## config.mk

```make
export PLATFORM = sky130hd
export DESIGN_NAME = div_ramp_ctrl
export DESIGN_NICKNAME = d
export VERILOG_FILES = /design/src/rtl/div_ramp_ctrl.sv
export SDC_FILE = /design/constraint.sdc
export NUM_CORES = 1
export LEC_CHECK = 0
export CAP_MARGIN = 20
export CORE_MARGIN = 8
export CORE_UTILIZATION = 65
export CTS_BUF_LIST = sky130_fd_sc_hd__clkbuf_2
export DETAILED_ROUTE_END_ITERATION = 12
export PLACE_DENSITY_LB_ADDON = 0.3
export RECOVER_POWER = 100
export SYNTH_ARGS = -nofsm -noshare
export SYNTH_HDL_FRONTEND = slang
export SYNTH_SLANG_ARGS = --single-unit
```

## constraint.sdc

```tcl
create_clock -name clk_in -period 6.5 [get_ports clk_in]
set_input_delay 1.3 -clock clk_in [delete_from_list [all_inputs] [get_ports clk_in]]
set_output_delay 1.3 -clock clk_in [all_outputs]
set_load 0.02 [all_outputs]
```

## src/rtl/div_ramp_ctrl.sv

```systemverilog
// div_ramp_ctrl: sequencer for the motor-clock frequency divider.
// Accepts a target divide constant over valid/ready, then ramps div_const
// toward it one STEP per RAMP_TICKS cycles (soft start / soft stop) and holds.
// A target of 0 requests a controlled stop, and estop forces an immediate stop.
module div_ramp_ctrl #(
    parameter int DIV_MIN    = 4,
    parameter int DIV_MAX    = 4094,
    parameter int STEP       = 8,
    parameter int RAMP_TICKS = 100000
) (
    input  logic        clk_in,
    input  logic        rst_n,
    input  logic        estop,
    input  logic        cmd_valid,
    input  logic [11:0] cmd_div,
    output logic        cmd_ready,
    output logic [11:0] div_const,
    output logic        div_run,
    output logic        busy,
    output logic        at_target
);

    typedef enum logic [1:0] {
        ST_STOPPED,
        ST_RAMP,
        ST_HOLD,
        ST_STOPPING
    } state_t;

    localparam int              PW      = $clog2(RAMP_TICKS);
    localparam logic [PW-1:0]   PS_LAST = PW'(RAMP_TICKS - 1);
    localparam logic [11:0]     DMIN    = 12'(DIV_MIN);
    localparam logic [11:0]     DMAX    = 12'(DIV_MAX);
    localparam logic [12:0]     STEP13  = 13'(STEP);

    state_t        state_reg, state_next;
    logic [11:0]   target_reg, target_next;
    logic [11:0]   div_const_reg, div_const_next;
    logic          div_run_reg, div_run_next;
    logic          busy_reg, busy_next;
    logic          at_target_reg, at_target_next;
    logic [PW-1:0] presc_reg, presc_next;

    logic          accept;
    logic          strobe;
    logic [11:0]   clamped;
    logic [11:0]   norm_target;
    logic [11:0]   step_val;

    // Commands are only taken while idle or holding; estop blocks them outright.
    assign cmd_ready = ~estop & ((state_reg == ST_STOPPED) | (state_reg == ST_HOLD));
    assign accept    = cmd_valid & cmd_ready;
    assign strobe    = (presc_reg == PS_LAST);

    assign div_const = div_const_reg;
    assign div_run   = div_run_reg;
    assign busy      = busy_reg;
    assign at_target = at_target_reg;

    // Clamp a nonzero command into the legal range and force it even (the divider halves it).
    always_comb begin
        clamped = cmd_div;
        if (cmd_div < DMIN) begin
            clamped = DMIN;
        end else if (cmd_div > DMAX) begin
            clamped = DMAX;
        end
        norm_target = {clamped[11:1], 1'b0};
    end

    // One ramp step toward the target in 13-bit arithmetic, saturating at the target.
    always_comb begin
        step_val = target_reg;
        if (div_const_reg > target_reg) begin
            if ({1'b0, div_const_reg} > ({1'b0, target_reg} + STEP13)) begin
                step_val = 12'({1'b0, div_const_reg} - STEP13);
            end
        end else begin
            if (({1'b0, div_const_reg} + STEP13) < {1'b0, target_reg}) begin
                step_val = 12'({1'b0, div_const_reg} + STEP13);
            end
        end
    end

    // Next-state, ramp and prescaler logic; estop overrides everything.
    always_comb begin
        state_next     = state_reg;
        target_next    = target_reg;
        div_const_next = div_const_reg;
        div_run_next   = div_run_reg;
        presc_next     = presc_reg;

        if (estop) begin
            state_next     = ST_STOPPED;
            target_next    = DMAX;
            div_const_next = DMAX;
            div_run_next   = 1'b0;
            presc_next     = '0;
        end else begin
            case (state_reg)
                ST_STOPPED: begin
                    presc_next = '0;
                    if (accept && (cmd_div != 12'd0)) begin
                        state_next     = ST_RAMP;
                        target_next    = norm_target;
                        div_const_next = DMAX;
                        div_run_next   = 1'b1;
                    end
                end
                ST_HOLD: begin
                    presc_next = '0;
                    if (accept) begin
                        if (cmd_div != 12'd0) begin
                            state_next  = ST_RAMP;
                            target_next = norm_target;
                        end else begin
                            state_next  = ST_STOPPING;
                            target_next = DMAX;
                        end
                    end
                end
                default: begin
                    // RAMP and STOPPING share the stepping machinery.
                    if (div_const_reg == target_reg) begin
                        presc_next = '0;
                        if (state_reg == ST_RAMP) begin
                            state_next = ST_HOLD;
                        end else begin
                            state_next   = ST_STOPPED;
                            div_run_next = 1'b0;
                        end
                    end else if (strobe) begin
                        presc_next     = '0;
                        div_const_next = step_val;
                    end else begin
                        presc_next = presc_reg + 1'b1;
                    end
                end
            endcase
        end

        busy_next      = (state_next == ST_RAMP) || (state_next == ST_STOPPING);
        at_target_next = (state_next == ST_HOLD);
    end

    // State and output registers with asynchronous active-low reset.
    always_ff @(posedge clk_in or negedge rst_n) begin
        if (!rst_n) begin
            state_reg     <= ST_STOPPED;
            target_reg    <= DMAX;
            div_const_reg <= DMAX;
            div_run_reg   <= 1'b0;
            busy_reg      <= 1'b0;
            at_target_reg <= 1'b0;
            presc_reg     <= '0;
        end else begin
            state_reg     <= state_next;
            target_reg    <= target_next;
            div_const_reg <= div_const_next;
            div_run_reg   <= div_run_next;
            busy_reg      <= busy_next;
            at_target_reg <= at_target_next;
            presc_reg     <= presc_next;
        end
    end

endmodule

```

Yosys cells after proc, flatten, opt, wreduce, memory -nomap -nowiden. Cells that the tools add are included.

Register bits after elaboration: 46. Input port bits: 16. Output and inout bits: 16. Word-level logic and storage cells: 74.

Add/subtract/negate cells: 4. $lt $le $gt $ge: 5. Equality and inequality tests: 12. Multiplexer cells: 31. Bitwise gates (word level): 4. Reduce and logical (&&, ||, !) cells: 11.

Operators with widths (number): $mux W12 (13); $mux W17 (4); $pmux W12 S2 (2); $add A12 B4 Y13 const B (2); $add A17 B1 Y17 const B (1); $eq A17 B17 Y1 const B (1); $gt A12 B13 Y1 (1); $lt A13 B12 Y1 (1); $eq A12 B12 Y1 (1); $gt A12 B12 Y1 (1); $gt A12 B12 Y1 const B (1); $lt A12 B3 Y1 const B (1); $mux W2 (6); $reduce_bool A12 Y1 (1); $sub A12 B4 Y12 const B (1); $ne A3 B3 Y1 const B (3); $reduce_bool A3 Y1 (3); $reduce_and A4 Y1 (2); $eq A2 B2 Y1 const B (3); $eq A2 B1 Y1 const B (2); $mux W1 (4); $pmux W2 S2 (1); $ne A3 B2 Y1 const B (1); $reduce_and A3 Y1 (1); 9 further kinds (10).

Longest topological paths before layout. Gate-level depths: netlist of run 1.

Word-level depth: 10. Gate-level depth with buffers: 14. Depth with buffers taken out: 13.

Worst setup path before layout of run 1. No wires, ideal clock.

Path kind: register -> register. Start point: register div_const_reg[5] (netlist: div_const[5]). End point: register div_const_reg[4] (netlist: div_const[4]). Library setup time: 82 ps. Arrival: 3166 ps. Required time: 6418 ps. Setup slack: 3252 ps. Stages on the path, launching flop included: 15. Path buffers: 1. Period minus slack after synthesis: 3248 ps. Path through: dfstp_2 buf_6 and2_1 nand4_1 inv_1 and3_1 xor2_1 ha_1 a21o_1 a21oi_1 o221ai_1 a31o_2 nor2_2 mux2_2 nor3_1.

Cells in the longest elaborated chain, start to end: 8. Elaborated cells on any way between the ends: 14. Those cells by class: 1 x add/sub; 3 x order compare; 2 x eq/ne; 7 x mux; 1 x reduce/logical.

RTL lines: start: declaration (RTL line 38) `logic [11:0] div_const_reg, div_const_next;`; start signal: assignment (RTL line 159) `div_const_reg <= div_const_next;`; $add A12 B4 Y13; $lt A13 B12 Y1 (RTL line 79) `if (({1'b0, div_const_reg} + STEP13) < {1'b0, target_reg}) begin`; $mux W12 (RTL line 79); $mux W12 (RTL line 74) `if (div_const_reg > target_reg) begin`; $mux W12 (RTL line 132) `end else if (strobe) begin`; $mux W12 (RTL line 124) `if (div_const_reg == target_reg) begin`; $pmux W12 S2 (RTL line 100) `case (state_reg)`; $mux W12 (RTL line 93) `if (estop) begin`.

Several ways; a longest one is shown, not always the timed one. The select of a mux whose other input is x is not followed. A chain may end at the register's enable or synchronous reset.

Worst setup path after layout of run 1.
Start point: input estop. End point: output cmd_ready.

Cells in the longest elaborated chain, start to end: 2.

RTL lines: start: declaration (RTL line 13) `input logic estop,`; $not A1 Y1 (RTL line 51) `assign cmd_ready = ~estop & ((state_reg == ST_STOPPED) | (state_reg == ST_HOLD));`; $and A1 B1 Y1 (RTL line 51); end: declaration (RTL line 16) `output logic cmd_ready,`.

Every way passes these cells.

==> results of run 1 <==
==> through the flow <==
| step | instances | area (um^2) | setup slack (ns) | hold slack [ns] |
|---|---|---|---|---|
| 6_report | 480 | 3717 | 2.473 | 0.4994 |
| 5_1_grt | 480 | 3717 | 2.288 | 0.5290 |
| 4_1_cts | 480 | 3734 | 2.544 | 0.5095 |
| 3_5_place_dp | 472 | 3691 | 2.543 | 0.4848 |
| 3_3_place_gp | 472 | 3691 | 2.567 | 0.4646 |
| 2_1_floorplan | 386 | 3393 | 3.252 | 0.4479 |
==> cell usage in the layout (no fill, tap or decap), drive strengths merged, types with 2 or more instances in the layout <==
cell type      synthesis  layout
clkdlybuf4s50          0      19
clkinv                 0       2
o221a                  2       2
a31oi                 20      20
xnor2                 20      20
a21oi                 10      10
nor2b                  2       2
o22a                   2       2
or3                    7       7
mux2i                  2       2
and3                   9       9
nor4                   4       4
o21bai                 3       3
dlygate4sd3            0      10
or2                    2       2
ha                    33      33
dfstp                 22      22
a32oi                  2       2
xor2                  15      15
nand4bb                2       2
a22oi                  2       2
a311oi                 2       2
dfrtp                 21      21
and2                   3       3
nand2                 26      26
nand4                 12      12
o32ai                  2       2
nor4b                  2       2
a21o                   4       4
o21ai                  7       7
a211oi                 3       3
nor3                  10      10
nor2                  58      58
nand3                 15      15
inv                   28      28
clkbuf                 8       7
o21a                   4       4
==> worst max-delay path: stages <==
cell and delay [ns]:
dlygate4sd3_1 0.68, nor2_1 0.13, clkdlybuf4s50_1 0.61
==> power by group through the flow <==
| stage | registers [W] | clock network (W) | logic (W) |
|---|---|---|---|
| 2_1_floorplan | 0.000297 | 0 | 0.000174 |
| 5_1_grt | 0.000298 | 0.000129 | 0.000250 |
| 3_5_place_dp | 0.000301 | 0 | 0.000229 |
| 4_1_cts | 0.000297 | 0.000120 | 0.000231 |
| 3_3_place_gp | 0.000300 | 0 | 0.000218 |
| 6_report | 0.000296 | 0.000119 | 0.000225 |
==> layer usage <==
metal | GRT usage (%) | vias to the layer above | share of wire, %
li1 | - | 1421 | -
met1 | 27.76 | 1389 | 43
met2 | 36.05 | 101 | 49
met3 | 3.993 | 23 | 5.9
met4 | 8.909 | 0 | 2.6
met5 | 0 | - | 0
==> cell families (layout without fill, tap and decap cells) <==
group | Yosys count | after routing | share of synthesized area, %
multiplexers | 3 | 3 | 1.291
AND/OR/NAND/NOR | 157 | 157 | 23.53
adder cells (fa/ha/maj) | 33 | 33 | 12.17
XOR/XNOR | 35 | 35 | 9.034
other | 1 | 1 | 0.1105
flip-flops | 43 | 43 | 32.52
AO/OA/AOI/OAI | 71 | 71 | 15.52
buffers and inverters | 43 | 67 | 5.826
==> final cells by class <==
type / count / area share [%]
repair buffers: 31 / 8.112
well taps: 70 / 2.356
clock buffers: 6 / 0.8078
multi-input cells: 300 / 55.87
flip-flops and latches: 43 / 29.69
inverters: 28 / 2.827
clock inverters: 2 / 0.3366
==> final timing paths <==
path | end | slack [ns] | cells after the start
setup / recovery | cmd_ready | 2.47 | 3
hold / removal | presc_reg[0] | 0.50 | 1
setup reg to reg | div_const[4] | 2.51 | 13
hold reg to reg | presc_reg[0] | 0.50 | 1
max in group asynchronous | presc_reg[8] | 3.70 | 1
min in group asynchronous | at_target | 1.54 | 1
==> flow_metrics.py, run 1 <==
metrics = {
    "flow_run": {
        "timing.max_cap.violations": 1,
    },
    "clock_network": {
        "hold_fix_buffer_count_after_cts": 0,
        "clock_latency_ns": 0.40,
        "clock_tree_from_tritoncts": "yes",
        "clk_root_buffer_cell": "clkbuf_2",
        "cts_resized": 0,
        "clkTransAtPathRegs_ns": 0.21,
        "post_cts.repair.setup_buffers": 0,
        "cts_buffer_depth": 2,
        "clock-sinks": 43,
        "cts_made_buffers": 5,
        "cts.htree.levels": 2,
    },
    "routing": {
        "route.detailed.drc": 0,
        "detailroute.via_count": 2934,
        "final_antenna_violating_net_count": 0,
        "drt-vias-per-instance": 6.113,
        "detailedRoute.firstPassIterationCount": 4,
        "drt_wl_total_um": 8107,
        "dr.first_iter.drc_count": 144,
        "drt-wirelength-per-cell_um": 16.89,
    },
    "yosys": {
        "syn-mean-instance-area_um2": 8.791,
        "number_of_enable_flip_flop_cells_after_synthesis": 0,
        "proportion_of_synthesized_flip_flops_having_asynchronous_set_or_reset_pct": 100.0,
        "synth-main-ff-cell": "dfstp_2",
        "synth_sequential_area_ratio_pct": 32.52,
        "cell_with_the_most_instances_after_synthesis": "nor2_1",
        "synthTopCellsByCount": "55 x nor2_1, 33 x ha_1, 28 x inv_1",
        "yosys_register_bits": 43,
        "netlist_area_um2": 3393,
        "synth_warnings": 0,
        "synth_cell_type_count": 61,
        "dominant_cells_by_area_after_synthesis": "dfstp_2 17%, dfrtp_1 15%, ha_1 12%",
        "synthDominantCellAreaShare_pct": 17.04,
        "synth_nets": 435,
        "post-synth-top-area-cell": "dfstp_2",
        "synthesized_netlist_cell_count": 386,
    },
    "pwr": {
        "static-leakage-power_nw": 1.615,
        "peakVddDrop_mv": 0.1711,
        "power_density_normalized_to_cell_area_nw_per_um2": 172.3,
        "fin_total_pwr_w": 0.0006405,
        "power_report.internal_total_w": 0.0004023,
        "p_sw_w": 0.0002381,
        "power.share.combinational_pct": 35.2,
        "switching_fraction_of_total_power_pct": 37.18,
        "share_seq_of_total_power_pct": 46.3,
        "power.clock.fraction_pct": 18.5,
    },
    "sta": {
        "finalHoldViolations": 0,
        "timing_max_transition_violations_final": 44,
        "timing_worst_slew_pin_value_ns": 2.251,
        "max_freq_mhz": 248.3,
        "rsz0062_at_grt": "no",
        "fin_setup_tns_ns": 0,
        "finalClockSkew_ns": 0.01997,
        "final_min_period_over_clock_period_pct": 61.95,
        "setup_viol_count_final": 0,
        "finalCriticalPeriod_ns": 4.027,
        "max-slew-margin-rel_pct": -50.10,
    },
    "setup_path": {
        "crit_start": "estop",
        "crit_path_start_kind": "primary input",
        "criticalPathCategory": "in -> out",
        "crit_path_end_kind": "output pin",
        "worst_ep_required_time_ns": 5.20,
        "reg2reg_from": "div_const[5]",
        "crit_path_arrival_time_ns": 2.73,
        "critical_path.max_fanout": 11,
    },
    "hold_path": {
        "hp-start": "presc_reg[0]",
        "hold_path.class": "reg -> reg",
    },
    "grt": {
        "grt_pass1_wl_um": 13490,
        "number_of_antenna_violations_at_the_first_check_in_global_routing": 0,
        "global_route.usage.total_pct": 21.97,
        "grt_start_max_net_pins": 44,
        "gr-total-overflow": 0,
        "grt_pass1_vias": 2863,
    },
    "finish": {
        "diodes": 0,
        "layout-drive-gt1-share_pct": 8.780,
        "largest_reg_flops": 17,
        "multi_input_area_um2": 2077,
        "finalNetCount": 458,
        "finalCoreUtilization_pct": 73.25,
        "filler_cell_count": 408,
        "seq_area_um2": 1104,
        "area.growth.synth_to_final_pct": 9.550,
    },
    "die": {
        "core_um2": 5075,
        "die_x_um": 88.25,
        "dieHeight_um": 88.25,
        "initial_cell_density_of_the_core_pct": 66.86,
        "row_count": 26,
        "top_level_port_count": 32,
        "overall_die_area_um2": 7788,
    },
    "status": {
        "status": "complete, but fails checks",
        "failed_checks": "max-capacitance violations, max-slew violations",
    },
    "place": {
        "hpwl_reported_at_the_end_of_detailed_placement_um": 6302,
        "gp_congestion": 0.9527,
        "numPortBuffers": 30,
    },
}
Power figures use the tool's default switching activity.
==> inputs of run 2 (changes only) <==
- CORE_UTILIZATION: 65 -> 54
- clock period: 6.5 -> 3.4 ns (I/O delays scaled with it)
==> run 2 against run 1 <==
- the run still ends with max-capacitance violations, max-slew violations left
- worst setup slack worse by 2.3 ns
- routed wire length up 4.2%
- largest power group unchanged
- total power up 97%
- clock-buffer cell count up 1
- clock skew up 0.0053 ns
- die area up 17%
- critical path type is now reg -> reg
- sequential cell count unchanged
- final area up 2.6%
- cell count up 2.9%
- clock power up 97%
==> flow_metrics.py, run 2 (synthesis results as in run 1) <==
metrics = {
    "status": {
        "status": "complete, but fails checks",
        "failed_checks": "max-capacitance violations, max-slew violations",
    },
    "die": {
        "top_level_port_count": 32,
        "core_um2": 6205,
        "die_x_um": 95.27,
        "row_count": 29,
        "dieHeight_um": 95.27,
        "overall_die_area_um2": 9076,
        "initial_cell_density_of_the_core_pct": 54.69,
    },
    "grt": {
        "grt_start_max_net_pins": 44,
        "grt_pass1_wl_um": 13830,
        "global_route.usage.total_pct": 19.36,
        "grt_pass1_vias": 2920,
        "number_of_antenna_violations_at_the_first_check_in_global_routing": 0,
        "gr-total-overflow": 0,
    },
    "finish": {
        "finalNetCount": 465,
        "seq_area_um2": 1104,
        "finalCoreUtilization_pct": 61.46,
        "most_frequent_cells_in_the_layout": "55 x nor2_1, 33 x ha_1, 28 x inv_1",
        "multi_input_area_um2": 2112,
        "largest_reg_flops": 17,
        "area.growth.synth_to_final_pct": 12.39,
        "layout-drive-gt1-share_pct": 13.19,
        "diodes": 0,
        "filler_cell_count": 539,
        "layout.cells.most_common": "nor2_1",
    },
    "clock_network": {
        "cts.htree.levels": 2,
        "clkTransAtPathRegs_ns": 0.24,
        "hold_fix_buffer_count_after_cts": 0,
        "clock_tree_from_tritoncts": "yes",
        "clk_root_buffer_cell": "clkbuf_2",
        "cts_made_buffers": 5,
        "clock_latency_ns": 0.43,
        "clock-sinks": 43,
        "cts_buffer_depth": 2,
    },
    "sta": {
        "rsz0062_at_grt": "no",
        "timing_max_transition_violations_final": 44,
        "finalClockSkew_ns": 0.02530,
        "fin_setup_tns_ns": 0,
        "max-slew-margin-rel_pct": -52.15,
        "setup_viol_count_final": 0,
        "finalHoldViolations": 0,
        "max_freq_mhz": 306.3,
        "final_min_period_over_clock_period_pct": 96.04,
        "finalCriticalPeriod_ns": 3.265,
        "timing_worst_slew_pin_value_ns": 2.282,
    },
    "routing": {
        "drt-wirelength-per-cell_um": 17.11,
        "dr.first_iter.drc_count": 258,
        "drt_wl_total_um": 8450,
        "drt-vias-per-instance": 5.899,
        "route.detailed.drc": 0,
        "detailroute.via_count": 2914,
        "final_antenna_violating_net_count": 0,
        "detailedRoute.firstPassIterationCount": 4,
    },
    "flow_run": {
        "timing.max_cap.violations": 1,
    },
    "setup_path": {
        "crit_path_start_kind": "register",
        "crit_path_end_kind": "register",
        "critical_path.max_fanout": 4,
        "crit_path_arrival_time_ns": 3.62,
        "worst_ep_required_time_ns": 3.75,
        "criticalPathCategory": "reg -> reg",
    },
    "pwr": {
        "power_density_normalized_to_cell_area_nw_per_um2": 330.7,
        "static-leakage-power_nw": 1.651,
        "fin_total_pwr_w": 0.001261,
        "peakVddDrop_mv": 0.2475,
    },
    "hold_path": {
        "hold_path.class": "reg -> reg",
    },
    "place": {
        "hpwl_reported_at_the_end_of_detailed_placement_um": 6482,
        "gp_congestion": 0.8846,
        "numPortBuffers": 30,
    },
}
[run 2: where the power goes]
part	switching, W	internal [W]
clock network	0.000178	0.0000568
registers	0.0000279	0.000540
logic	0.000262	0.000197
total	0.000468	0.000794
[run 2: area by class of cell]
type | count | area share (%)
tap | 77 | 2.526
clock buffer | 7 | 0.9186
sequential | 43 | 28.94
multi-input combinational | 300 | 55.38
timing repair buffer | 38 | 9.285
inverter | 28 | 2.756
clock inverter | 1 | 0.1969
[run 2: worst max-delay path: stages, from the launching register on]
cell and delay, ns:
dfstp_1 0.59, and2_2 0.20, nand4_1 0.14, inv_1 0.14
and3_1 0.18, xor2_1 0.20, ha_1 0.28, a21o_1 0.16
a21oi_1 0.15, o221ai_1 0.19, a31o_2 0.31, nor2_2 0.14
mux2_2 0.34, nor3_1 0.16
[run 2: path summary, 6_finish.rpt]
path | cells past startpoint | to | startpoint | slack [ns]
max in group asynchronous | 1 | presc_reg[8] | rst_n | 1.23
min in group asynchronous | 1 | presc_reg[14] | rst_n | 0.89
max reg2reg | 13 | div_const[4] | div_const[5] | 0.13
max | 13 | div_const[4] | div_const[5] | 0.13
min reg2reg | 1 | presc_reg[0] | presc_reg[0] | 0.50
min | 1 | presc_reg[0] | presc_reg[0] | 0.50
[run 2: per-layer routing]
metal	wire [um]	global-route usage, %	vias to the layer above
met1	3638	24.27	1389
met2	4171	32.39	74
li1	-	-	1432
met3	419	3.465	19
met5	0	0	-
met4	221	7.282	0
[run 2: what timing repair did]
action	in CTS	in global routing
endpoints found under the setup margin	0	11
setup buffers	0	1
endpoints found under the hold margin	0	0
resized for setup	0	4
[run 2: stage by stage]
| step | area [um^2] | std cells | worst slack, ns | hold WS (ns) |
|---|---|---|---|---|
| after detailed placement | 3745 | 485 | 0.1434 | 0.4758 |
| final | 3814 | 494 | 0.1347 | 0.4980 |
| after CTS | 3787 | 493 | 0.08732 | 0.3997 |
| after floorplan | 3393 | 386 | 0.1522 | 0.3844 |
| after global placement | 3745 | 485 | 0.1897 | 0.4726 |
| after global routing | 3814 | 494 | 0.004027 | 0.5243 |
==> RTL change: new RTL, settings of run 2 <==
The 4 states of `state_t` get a Gray code encoding in 2 bits.
--- a/src/rtl/div_ramp_ctrl.sv
+++ b/src/rtl/div_ramp_ctrl.sv
@@ -22,8 +22,8 @@
 
     typedef enum logic [1:0] {
-        ST_STOPPED,
-        ST_RAMP,
-        ST_HOLD,
-        ST_STOPPING
+        ST_STOPPED  = 2'b00,
+        ST_RAMP     = 2'b01,
+        ST_HOLD     = 2'b11,
+        ST_STOPPING = 2'b10
     } state_t;
 
Check against the original RTL: no difference found for any inputs over 10 cycles, from zero or initial values and one cycle with rst_n low; not proved beyond that.
==> RTL change against run 2 <==
- the run still ends with max-capacitance violations, max-slew violations left
- design area rose by 2.3%
- setup slack improved by 52 ps
- synthesized area up 1.7%
- die area is 1.4% higher
- non-clock buffer count increased by 1
- hold slack worse by 6.4 ps
- sequential power up 3%
- sequential cell count grew 1
- power grew 10%
- routed wire length fell by 1.7%
==> RTL change: results (changes against run 2) <==
metric,value,unit,change
met1_usage,26.69,%,+2.4 points
max_stage_delay,690,ps,+100 ps
grt_util_met2,29.37,%,-3.0 points
dp_hpwl,6413,um,-1.1%
cp_data_arrival_time,3570,ps,-50 ps
grt_pass1_vias,2818,,-3.5%
peakVddDrop,0.2454,mV,-0.83%
outcome,finished with violations,,
synth_compound_area_share,14.83,%,-0.69 points
violations,"max-capacitance violations, max-slew violations",,
cp-startpoint,target_reg[7],,
fin_hold_ws,491.6,ps,-6.391 ps
grt_max_degree,45,,+2.3%
ys_seq_area_share,32.70,%,+0.18 points
p_leak,1.677,nW,+1.6%
reg2reg_slack,190,ps,+50 ps
insertion_delay,450,ps,+20 ps
routedLengthMet1,3892,um,+7.0%
maxSlewViolCount,42,,-4.5%
grt_pass1_wl,13870,um,+0.30%
wl_met2,3780,um,-9.4%
firstDrtPassIters,5,,+1
nets,469,,+0.86%
synth_commonest_cells,"nor2_1, ha_1, a21oi_1",,
clk_pin_slew,260,ps,+20 ps
synth_fp_nets,441,,+1.4%
layout-drive-gt1-share,11.75,%,-1.4 points
nFillCells,562,,+4.3%
place_congestion,0.9419,,+6.5%
use_met3,3.510,%,+0.046 points
wl_per_cell,16.82,um,-1.7%
hp-start,target_reg[8],,
maxCapViolations,1,,unchanged
synthAdderAreaFrac,13.42,%,+1.2 points
-- RTL change: cell types whose count changed after synthesis, moves of 4 or more --
cell / delta
ha_1: +4
nor3_1: +9
inv_1: -4
xnor2_1: -4
nand3_1: +8
a31oi_1: -18
nand2_1: -5
nand4_1: -7
a221oi_1: +6
or3_1: -7
a21oi_1: +18
buf_6: -4
nor2_1: -11
-- RTL change: final timing paths --
kind                                end  cells after the start
max                        div_const[1]                     12
min reg2reg                div_const[8]                      2
max in group asynchronous  presc_reg[6]                      3
min in group asynchronous  state_reg[1]                      2
min                        div_const[8]                      2
max reg2reg                div_const[1]                     12
-- RTL change: what timing repair did --
item                                    4_1_cts  5_1_grt
hold buffers                                  0        1
gates resized for setup                       0        7
hold endpoints to repair                      0        3
endpoints found under the setup margin        0       11
-- RTL change: power breakdown --
group	switching (mW)	internal, mW	leakage (nW)	total (mW)
Combinational	0.301	0.191	1.11	0.493
Sequential	0.0246	0.559	0.530	0.584
Clock	0.189	0.127	0.0396	0.316
-- RTL change: metrics by stage --
| stage | worst slack, ps | cell area, um^2 | cells |
|---|---|---|---|
| after detailed placement | 45.76 | 3812 | 484 |
| after global placement | 50.82 | 3812 | 484 |
| after CTS | 48.66 | 3884 | 492 |
| final | 186.8 | 3901 | 494 |
| after floorplan | 371.1 | 3451 | 388 |
| after global routing | 23.99 | 3901 | 494 |
-- RTL change: layout make-up --
cell class	count	area [um^2]	share of cell area (%)
sequential	44	1129	28.93
multi-input combinational	302	2162	55.42
clock inverter	3	46.29	1.187
inverter	24	90.09	2.309
clock buffer	5	25.02	0.6414
tap	77	96.34	2.470
timing repair buffer	39	352.8	9.044
